### config.mk
export PLATFORM = sky130hd
export DESIGN_NAME = min_max_array_loader
export DESIGN_NICKNAME = d
export VERILOG_FILES = /design/src/rtl/min_max_pkg.sv /design/src/rtl/min_max_regfile.sv /design/src/rtl/min_max_array_loader.sv
export SDC_FILE = /design/constraint.sdc
export NUM_CORES = 1
export LEC_CHECK = 0
export CAP_MARGIN = 20
export CORE_MARGIN = 10
export CORE_UTILIZATION = 55
export DETAILED_ROUTE_END_ITERATION = 8
export PLACE_DENSITY = 0.78
export SLEW_MARGIN = 5
export SYNTH_ARGS = -nofsm -noshare
export SYNTH_HDL_FRONTEND = slang
export SYNTH_SLANG_ARGS = --single-unit
### constraint.sdc
create_clock -name Clk -period 2.7 [get_ports Clk]
set_input_delay 0.54 -clock Clk [delete_from_list [all_inputs] [get_ports Clk]]
set_output_delay 0.54 -clock Clk [all_outputs]
set_load 0.02 [all_outputs]
### src/rtl/min_max_pkg.sv
// Constants shared by the min/max loader, finder and wrapper.
package min_max_pkg;

    localparam int unsigned WIDTH = 8;
    localparam int unsigned DEPTH = 16;
    localparam int unsigned AW    = 4;
    localparam int unsigned SUM_W = WIDTH + AW;

    // One-hot control states; bit order matches {Qw,Qs,Qf,Qi}.
    typedef enum logic [3:0] {
        INI  = 4'b0001,
        FILL = 4'b0010,
        STRT = 4'b0100,
        WAIT = 4'b1000
    } state_e;

endpackage

### src/rtl/min_max_regfile.sv
// DEPTH x WIDTH array: synchronous write, combinational read, no reset.
module min_max_regfile
    import min_max_pkg::*;
(
    input  logic             clk,
    input  logic             we,
    input  logic [AW-1:0]    wa,
    input  logic [WIDTH-1:0] wd,
    input  logic [AW-1:0]    ra,
    output logic [WIDTH-1:0] rd
);

    logic [WIDTH-1:0] mem_q [DEPTH];

    always_ff @(posedge clk) begin
        if (we) begin
            mem_q[wa] <= wd;
        end
    end

    assign rd = mem_q[ra];

endmodule

### src/rtl/min_max_array_loader.sv
// Packs 16 streamed bytes into the finder's array, pulses Start, then freezes until Done_In.
// Optional running byte sum on output Sum when LOADER_SUM_EN is defined.
module min_max_array_loader
    import min_max_pkg::*;
(
    input  logic             Clk,
    input  logic             Resetb,
    input  logic [WIDTH-1:0] In_Data,
    input  logic             In_Valid,
    output logic             In_Ready,
    input  logic [AW-1:0]    Rd_Addr,
    output logic [WIDTH-1:0] Rd_Data,
    output logic             Start,
    input  logic             Done_In,
    output logic [AW-1:0]    Wr_Ptr,
    output logic             Qi,
    output logic             Qf,
    output logic             Qs,
    output logic             Qw
`ifdef LOADER_SUM_EN
    ,
    output logic [SUM_W-1:0] Sum
`endif
);

    state_e        state_q, state_d;
    logic [AW-1:0] wr_ptr_q, wr_ptr_d;
    logic          start_q;
    logic          in_ready_q;
    logic          xfer_c;
    logic          we_c;

    assign xfer_c = In_Valid & in_ready_q;

    // Next-state and write-enable decode
    always_comb begin
        state_d  = state_q;
        wr_ptr_d = wr_ptr_q;
        we_c     = 1'b0;
        unique case (state_q)
            INI: begin
                wr_ptr_d = '0;
                state_d  = FILL;
            end
            FILL: begin
                if (xfer_c) begin
                    we_c     = 1'b1;
                    wr_ptr_d = wr_ptr_q + AW'(1);
                    if (wr_ptr_q == AW'(DEPTH - 1)) begin
                        state_d = STRT;
                    end
                end
            end
            STRT: state_d = WAIT;
            WAIT: begin
                if (Done_In) begin
                    state_d = INI;
                end
            end
            default: state_d = INI;
        endcase
    end

    // Start and In_Ready are flopped from the next state so they track state_q exactly
    always_ff @(posedge Clk or negedge Resetb) begin
        if (!Resetb) begin
            state_q    <= INI;
            wr_ptr_q   <= '0;
            start_q    <= 1'b0;
            in_ready_q <= 1'b0;
        end else begin
            state_q    <= state_d;
            wr_ptr_q   <= wr_ptr_d;
            start_q    <= (state_d == STRT);
            in_ready_q <= (state_d == FILL);
        end
    end

    min_max_regfile u_regfile (
        .clk (Clk),
        .we  (we_c),
        .wa  (wr_ptr_q),
        .wd  (In_Data),
        .ra  (Rd_Addr),
        .rd  (Rd_Data)
    );

`ifdef LOADER_SUM_EN
    logic [SUM_W-1:0] sum_q, sum_d;

    // Sum reads zero from the moment INI is entered until the next frame's first transfer
    always_comb begin
        sum_d = sum_q;
        if ((state_q == INI) || (state_d == INI)) begin
            sum_d = '0;
        end else if (we_c) begin
            sum_d = sum_q + SUM_W'(In_Data);
        end
    end

    always_ff @(posedge Clk or negedge Resetb) begin
        if (!Resetb) begin
            sum_q <= '0;
        end else begin
            sum_q <= sum_d;
        end
    end

    assign Sum = sum_q;
`endif

    assign In_Ready         = in_ready_q;
    assign Start            = start_q;
    assign Wr_Ptr           = wr_ptr_q;
    assign {Qw, Qs, Qf, Qi} = state_q;

endmodule

==> results of run 1 <==
-- how the worst max path moves through the flow --
stage / endpoint / cells after the start
5_1_grt: Rd_Data[0] / 7
3_5_place_dp: Rd_Data[3] / 7
4_1_cts: Rd_Data[7] / 6
2_1_floorplan: u_regfile.mem_q[3][0] / 5
3_3_place_gp: Rd_Data[2] / 7
6_report: Rd_Data[0] / 7
-- repair_timing --
action | CTS | global route
setup endpoints to repair | 8 | 6
buffers inserted | 0 | 0
gates cloned | 1 | 0
gates resized for setup | 12 | 8
-- cells by family (layout without fill, tap and decap cells) --
kind of cell	after synthesis	in the layout	share of synthesized area, %
and+or+nand+nor	53	53	4.90
DFF	138	138	75.6
muxes	34	34	13.7
xor gates and xnor gates	1	1	0.162
AOI/OAI and AO/OA	26	26	3.35
adders and majority gates	4	4	0.924
buffers and inverters	17	96	1.43
-- Yosys cell counts (4+ instances only) --
master	number	area [µm²]
clkbuf_1	7	26.3
nand2_1	13	48.8
nand4_1	4	25.0
mux4_2	32	721
o21ai_0	4	20.0
dfrtp_1	9	225
nor2_1	17	63.8
edfxtp_1	128	3840
a22oi_1	16	120
ha_1	4	50.1
buf_2	5	25.0
nor3_1	5	25.0
-- state kept, by name, indices dropped and copies added, names as in the netlist --
| signal | cells |
|---|---|
| state_q | 4 |
| Wr_Ptr | 4 |
| u_regfile.mem_q | 128 |
| In_Ready | 1 |
| Start | 1 |
-- worst max-delay path, cell delays in order --
cell and delay, ns:
buf_2 0.14, buf_12 0.17, buf_12 0.12, mux4_2 0.50, a22oi_2 0.23, nand2_1 0.09, dlygate4sd2_1 0.33
-- power by group through the flow --
stage	Clock [mW]	Sequential, mW	Combinational, mW
finish	2.14	2.47	0.520
global route	2.27	2.47	0.568
CTS	2.17	2.46	0.523
detailed placement	0	2.51	0.520
global placement	0	2.50	0.508
floorplan	0	2.52	0.263
-- per-layer routing --
metal,up-vias,track usage [%]
met1,1487,20.5
met2,99,26.4
met4,0,6.34
met5,-,0
li1,1257,-
met3,17,6.33
-- through the flow --
step	instances	util, %	cell area [µm²]	setup TNS, ns
final	485	69.7	6750	0
after global routing	485	69.7	6750	-0.0182
after CTS	485	69.5	6730	0
after detailed placement	454	63.5	6150	-2.90
after global placement	454	63.5	6150	-2.67
after floorplan	273	-	5420	0
-- final cells by class --
type                       instances  area share [%]
multi-input combinational        118            18.9
tap                              133            2.47
inverter                           2           0.111
sequential                       138            60.7
timing repair buffer              64            9.75
clock inverter                    13            1.93
clock buffer                      17            6.14
==> run summary, run 1 <==
met2 wire length - 5820 µm
setup ws final - 0.0334 ns
Clk pwr share - 41.8%
worst slack, placed - -0.424 ns
reg-to-reg slack, setup - 0.59 ns
met3 WL - 846 µm
# setup viols final - 0
# IOs - 34
Die Height - 119 µm
critical path class - in -> out
total internal power - 3.94 mW
R2R Path End - u_regfile.mem_q[3][1]
sequential share of power - 48.1%
Synth Register Bits - 138
Clock Skews - 0.00914 ns
DR iter-0 viols - 212
Seq. cell area - 0.00410 mm²
sw frac - 23.1%
WL/cell - 23.3 µm
largest net degree at the start of global routing - 17
die width - 119 µm
grt ovf - 0
# fillers - 577
Fin. Hold Viols - 0
clk sinks - 138
depth of the most critical reg-to-reg path - 4
pwr/cell area - 760 mW/mm²
FMAX - 0.375 GHz
CTS buffer count - 17
Psw - 1.19 mW
Worst Hold Class - in -> async
Vias - 2860
Synth Flop Type - edfxtp_1
critical-path maximum fanout - 11
post-route antenna net violation count - 0
initial antenna violation count - 0
EDFF count, synth - 128
WL final - 11300 µm
Post-CTS Hold Buffers - 0
Post-Syn Instances - 273
Multi-input gate area - 0.00128 mm²
worst skew pair latency - 0.52 ns
Initial Util - 56.0%
gr usage total - 16.7%
post-synthesis sequential area ratio - 75.6%
Final Max Tran Viols - 0
Critical R2R Launch - state_q[3]
Max Cap Viol - 0
NumNets Final - 361
fraction of layout cells with a size suffix above 1 - 29.5%
WP data required - 2.16 ns
crit share post-route - 98.8%
worst slew pin tran - 0.604 ns
Root Buffer - clkbuf_8
WL met1 - 4480 µm
most frequent cells in the layout - 128 x edfxtp_1, 32 x mux4_2, 23 x clkdlybuf4s50_1, 23 x buf_4
worst vdd ir - 0.000442 V
combinational share of power - 10.1%
Pre-antenna DRT Iters - 4
synthesized cell area - 0.00542 mm²
global-route wire length before repair - 17800 µm
Die ar. - 0.0142 mm²
Arrival @ worst endpoint - 2.13 ns
post-synthesis async set-or-reset flop share - 7.25%
slew margin rel. - 59.6%
Distinct cells, synth - 32
total power - 5.13 mW
TritonCTS clock tree - built
LEAKAGE - 2.28 nW
WHS - 0.352 ns
vias in the first global route - 3023
outcome - complete, no violations
routed vias/inst - 5.90
port bufs - 33
Yosys warnings - 0
# DRC - 0
n_diodes - 0
Std-Cell Rows - 36
HPWL Detailed - 7040 µm
minimum clock period - 2.67 ns
Worst setup startpoint - Rd_Addr[0]
Core ar. - 0.00968 mm²
Top Metal Used - met4
clock slew at reported path FFs - 0.06 ns
CP Capture Type - output port
maximum clock insertion buffer count - 2
H-tree Lvls - 4
Avg Synthesized Cell Area - 19.8 µm²
Syn Nets - 293
CP Launch Type - primary input
most common cell after layout, fill and taps aside - edfxtp_1
Routability Congestion - 0.749
area grow syn2layout - 24.6%
Note: power is estimated with default switching activity, not from simulation.
==> run 2: changes to the inputs <==
Settings changed: ABC_CLOCK_PERIOD_IN_PS set to 2700.
==> results of run 2 <==
No change in the layout: final DEF, timing and power equal those of run 1.
